[src/rtl/inst_fetch_queue.sv]
// inst_fetch_queue
//   Fetch-side requester for a 4-wide instruction memory. Issues sequential
//   16-byte fetches, buffers the returned instructions in a circular FIFO and
//   hands one instruction per cycle to decode. A redirect flushes buffered and
//   in-flight work and restarts fetch at redirect_pc.
// Ports
//   clk, rst                 clock, synchronous active-high reset
//   inst_address/InstMem_Read    fetch request (held stable until accepted)
//   InstMem_Ready, inst1..4_in   memory response (inst_address + 0/4/8/12)
//   redirect, redirect_pc        flush and restart fetch
//   dec_valid/dec_ready          decode handshake; dec_inst/dec_pc = head entry
//   fq_count                     entries currently stored
module inst_fetch_queue #(
  parameter int          DEPTH    = 16,
  parameter logic [31:0] RESET_PC = 32'h0
) (
  input  logic                     clk,
  input  logic                     rst,
  output logic [31:0]              inst_address,
  output logic                     InstMem_Read,
  input  logic                     InstMem_Ready,
  input  logic [31:0]              inst1_in,
  input  logic [31:0]              inst2_in,
  input  logic [31:0]              inst3_in,
  input  logic [31:0]              inst4_in,
  input  logic                     redirect,
  input  logic [31:0]              redirect_pc,
  output logic                     dec_valid,
  input  logic                     dec_ready,
  output logic [31:0]              dec_inst,
  output logic [31:0]              dec_pc,
  output logic [$clog2(DEPTH):0]   fq_count
);
  localparam int AW        = $clog2(DEPTH);
  localparam int CW        = AW + 1;
  localparam int NUM_LANES = 4;

  localparam logic [0:0] S_IDLE = 1'b0;
  localparam logic [0:0] S_REQ  = 1'b1;

  typedef struct packed {
    logic [31:0] inst;
    logic [31:0] pc;
  } fq_entry_t;

  fq_entry_t                     mem [DEPTH];
  logic [0:0]                    state, state_next;
  logic [31:0]                   fetch_pc;
  logic [AW-1:0]                 head, tail;
  logic [CW-1:0]                 count, count_next, free_next;
  logic                          accept, deq;
  logic [NUM_LANES-1:0][31:0]    lane_inst;
  logic [NUM_LANES-1:0][31:0]    lane_pc;

  assign lane_inst = {inst4_in, inst3_in, inst2_in, inst1_in};

  for (genvar l = 0; l < NUM_LANES; l++) begin : g_lane_pc
    assign lane_pc[l] = fetch_pc + 32'(4 * l);
  end

  assign InstMem_Read = (state == S_REQ);
  assign inst_address = fetch_pc;
  assign dec_valid    = (count != '0);
  assign dec_inst     = dec_valid ? mem[head].inst : '0;
  assign dec_pc       = dec_valid ? mem[head].pc   : '0;
  assign fq_count     = count;

  // A response arriving with a redirect belongs to the discarded path.
  assign accept = InstMem_Read && InstMem_Ready && !redirect;
  assign deq    = dec_valid && dec_ready;

  // Space test looks at the post-update occupancy so a request is only
  // raised when a full 4-wide response is guaranteed to fit.
  assign count_next = count + (accept ? CW'(NUM_LANES) : '0) - CW'(deq);
  assign free_next  = CW'(DEPTH) - count_next;

  always_comb begin
    state_next = state;
    case (state)
      S_IDLE:  if (free_next >= CW'(NUM_LANES)) state_next = S_REQ;
      S_REQ:   if (accept && free_next < CW'(NUM_LANES)) state_next = S_IDLE;
      default: state_next = S_IDLE;
    endcase
  end

  always_ff @(posedge clk) begin
    if (rst) begin
      state    <= S_IDLE;
      fetch_pc <= RESET_PC;
      head     <= '0;
      tail     <= '0;
      count    <= '0;
    end else if (redirect) begin
      state    <= S_IDLE;
      fetch_pc <= redirect_pc;
      head     <= '0;
      tail     <= '0;
      count    <= '0;
    end else begin
      state <= state_next;
      count <= count_next;
      if (deq) head <= head + AW'(1);
      if (accept) begin
        tail     <= tail + AW'(NUM_LANES);
        fetch_pc <= fetch_pc + 32'd16;
      end
    end
  end

  // Storage is not reset; dec_valid masks stale contents.
  always_ff @(posedge clk) begin
    if (accept && !rst) begin
      for (int l = 0; l < NUM_LANES; l++) begin
        mem[tail + AW'(l)].inst <= lane_inst[l];
        mem[tail + AW'(l)].pc   <= lane_pc[l];
      end
    end
  end
endmodule

[config.mk]
export PLATFORM = sky130hd
export DESIGN_NAME = inst_fetch_queue
export DESIGN_NICKNAME = d
export VERILOG_FILES = /design/src/rtl/inst_fetch_queue.sv
export SDC_FILE = /design/constraint.sdc
export NUM_CORES = 1
export LEC_CHECK = 0
export CAP_MARGIN = 20
export CELL_PAD_IN_SITES_DETAIL_PLACEMENT = 1
export CELL_PAD_IN_SITES_GLOBAL_PLACEMENT = 1
export CORE_MARGIN = 4
export CORE_UTILIZATION = 52
export DETAILED_ROUTE_END_ITERATION = 7
export PLACE_DENSITY_LB_ADDON = 0.1
export SYNTH_ARGS = -nofsm -noshare
export SYNTH_HDL_FRONTEND = slang
export SYNTH_SLANG_ARGS = --single-unit
[constraint.sdc]
create_clock -name clk -period 10.4 [get_ports clk]
set_input_delay 1.56 -clock clk [delete_from_list [all_inputs] [get_ports clk]]
set_output_delay 1.56 -clock clk [all_outputs]
set_load 0.01 [all_outputs]
==> flow_summary.toml <==
[critical_path]
r2r-start = "InstMem_Read$_SDFF_PP0_"
worstPathMaxFanout = 45
path_common_cell = "buf_4"
startpoint_type = "register"
cp.required_ns = 8.84
rr_endpoint = "mem[15][44]$_DFFE_PP_"
critPathCapture = "dec_inst[14]"
critical_path_class = "reg -> out"
cp-end-kind = "primary output"
crit_slowest_cell = "dfxtp_4"
crit_arrival_ns = 4.61
reg2reg_slack_ns = 6.75
crit_path_max_incr_delay_ns = 0.96
r2r_cells = 5
crit_chain = "buf_4 > buf_4 > mux4_2 > mux2i_1 > o22ai_1 > clkdlybuf4s50_1"

[grt]
gr-total-overflow = 0
antenna_found_initial = 5
track_usage_pct = 23.99
grt_pass1_vias = 23760
grt_max_degree = 170
grt_pass1_wl_mm = 154.4

[yosys]
synth_cells = 2158
synth.top_cell.area_share_pct = 71.10
synth_compound_area_share_pct = 3.634
synth_top_cells_by_area = "edfxtp_1 71%, mux4_2 12%, mux2i_1 3.0%"
synthTopCellsByCount = "992 x edfxtp_1, 220 x mux4_2, 125 x mux2i_1"
synthAdderAreaFrac_pct = 0.4957
ys_warn_count = 0
yosys.area_share.simple_pct = 3.228
ys_ff_latch = 1040
synthMuxAreaShare_pct = 14.84
yosys.cell_types.count = 69
synthFlopType = "edfxtp_1"
synth_nets = 2339
synth_top_family_by_area = "multiplexers"
yosysTopAreaCell = "edfxtp_1"
synth_area_um2 = 41900
avgSynthCellArea_um2 = 19.41
yosysMostFrequentCell = "edfxtp_1"
synth-async-reset-ratio_pct = 0
synth_edf_count = 992
synth_xor_area_share_pct = 2.070
ys_seq_area_share_pct = 73.39

[cts]
holdBufCountCts = 0
htree_levels = 3
cts_tree = "built"
cts_buffers = 107
post_cts_resize_count = 0
clk_pin_slew_ns = 0.06
clockRootBuffer = "clkbuf_16"
clk_latency_ns = 0.67
cts_setup_buffers = 0
cts.sinks = 1040
clock_path_buffers = 3

[hold_path]
min_path_type = "reg -> reg"

[sta]
final_hold_viol_count = 0
post-route-period-util_pct = 59.36
tightest_slew_ns = 1.250
slew_headroom_pct = 16.69
max_freq_ghz = 0.1620
drv_slew = 0
rsz0062_at_grt = "no"
setup_tns_ns = 0
period_minus_slack_ns = 6.174
setup_violations = 0
skew_ns = 0.02279

[power]
power.leakage_nw = 15.51
power_density_nw_per_um2 = 204.5
vdd_drop_max_uv = 158.6

[route]
num_vias = 21680
via_per_inst = 6.097
drtIter0Drc = 1619
wire_per_inst_um = 28.60
route.detailed.drc = 0
wirelength_mm = 101.7
postRouteAntennaNets = 0
firstDrtPassIters = 5

[floorplan]
core_area_um2 = 79390
num_rows = 103
initial_utilization_pct = 52.78
die-width_um = 291.9
dieHeight_um = 291.9
ios = 268
die_area_um2 = 85180

[cells_and_area]
fin_util_pct = 61.66
drive_above_1_share_pct = 18.60
register_area_um2 = 30760
finish.net_count = 2596
n_fill_cell = 6772
syn_to_final_growth_pct = 16.83
multiInputGateArea_um2 = 10230
instances_no_fill = 3556

[placement]
hpwl_mm = 61.08
place_inst = 3354
gp_congestion = 0.8066
port_buffers = 267

[status]
run_status = "finished clean"

[job]
max_cap_violations = 0
[area by class of cell]
cell class / count / area share, %
Sequential cell: 1040 / 62.84
Multi-Input combinational cell: 923 / 20.91
Timing Repair Buffer: 319 / 6.370
Clock buffer: 126 / 5.703
Tap cell: 1050 / 2.684
Clock inverter: 73 / 1.306
Inverter: 24 / 0.1892
Antenna cell: 1 / 0.005112
[cells by family after synthesis]
kind of cell    Yosys count
compound gates          214
buf+inv                 195
flops                  1040
simple gates            248
fa+ha+maj                16
xor+xnor                 99
mux                     346
[flip-flops by register name, indices dropped and copies added (netlist names), named ones only]
| signal | cells |
|---|---|
| mem | 992 |
| inst_address | 32 |
| tail | 2 |
| head | 4 |
| fq_count | 5 |
| InstMem_Read | 1 |
[per-stage QoR]
step | setup slack (ns) | cell area, um^2 | total power, W | hold slack (ns)
6_report | 4.226 | 48950 | 0.01001 | 0.5071
5_1_grt | 3.808 | 48950 | 0.01040 | 0.5429
4_1_cts | 4.061 | 48940 | 0.01012 | 0.5073
3_5_place_dp | 4.793 | 45510 | 0.006379 | 0.4982
3_3_place_gp | 4.841 | 45500 | 0.006357 | 0.4839
2_1_floorplan | 1.777 | 41900 | 0.005641 | 0.4692
[power by group]
| part | switching (W) | total, W | internal (W) |
|---|---|---|---|
| Clock | 0.00159 | 0.00373 | 0.00215 |
| Sequential | 0.0000767 | 0.00473 | 0.00466 |
| Combinational | 0.000817 | 0.00154 | 0.000725 |
[how the worst min path moves through the flow]
stage,depth (start not counted),slack [ns],from,endpoint
after CTS,2,0.51,tail[3]$_SDFFE_PP0P_,tail[3]$_SDFFE_PP0P_
after detailed placement,2,0.50,tail[3]$_SDFFE_PP0P_,tail[3]$_SDFFE_PP0P_
after global routing,2,0.54,tail[3]$_SDFFE_PP0P_,tail[3]$_SDFFE_PP0P_
final,2,0.51,tail[3]$_SDFFE_PP0P_,tail[3]$_SDFFE_PP0P_
after global placement,2,0.48,tail[3]$_SDFFE_PP0P_,tail[3]$_SDFFE_PP0P_
after floorplan,2,0.47,tail[3]$_SDFFE_PP0P_,tail[3]$_SDFFE_PP0P_
[cell usage in the layout (no fill, tap or decap), drive strengths merged, types with 8 or more instances in the layout]
| master | netlist | final |
|---|---|---|
| o21ai | 37 | 37 |
| and3 | 10 | 10 |
| nand2 | 64 | 64 |
| a311oi | 8 | 8 |
| mux2i | 125 | 125 |
| and2 | 10 | 10 |
| nor3 | 18 | 18 |
| mux4 | 220 | 220 |
| edfxtp | 992 | 992 |
| nand3 | 27 | 27 |
| nor4 | 16 | 16 |
| a22oi | 60 | 60 |
| nand4 | 20 | 20 |
| xor2 | 27 | 27 |
| clkinv | 0 | 56 |
| o22ai | 29 | 29 |
| xnor2 | 72 | 72 |
| clkbuf | 66 | 126 |
| inv | 24 | 28 |
| a21oi | 12 | 12 |
| buf | 105 | 52 |
| dfxtp | 48 | 48 |
| bufinv | 0 | 9 |
| nor2 | 46 | 46 |
| a211oi | 10 | 10 |
| clkdlybuf4s50 | 0 | 267 |
| ha | 15 | 15 |
| a32oi | 31 | 31 |
[per-layer routing]
metal | vias up | GRT usage, % | share of wire [%]
li1 | 9354 | - | -
met1 | 11430 | 33.19 | 41
met2 | 754 | 40.07 | 50
met3 | 140 | 4.206 | 6.2
met4 | 8 | 6.450 | 2.2
met5 | - | 0 | 0.049
[worst max-delay path, delay by kind of cell (launching register included)]
kind | cells | cell delay [ns]
AOI/OAI and AO/OA | 1 | 0.11
muxes | 2 | 0.77
DFF | 1 | 0.96
buffers and inverters | 3 | 1.97
Power figures use the tool's default switching activity.
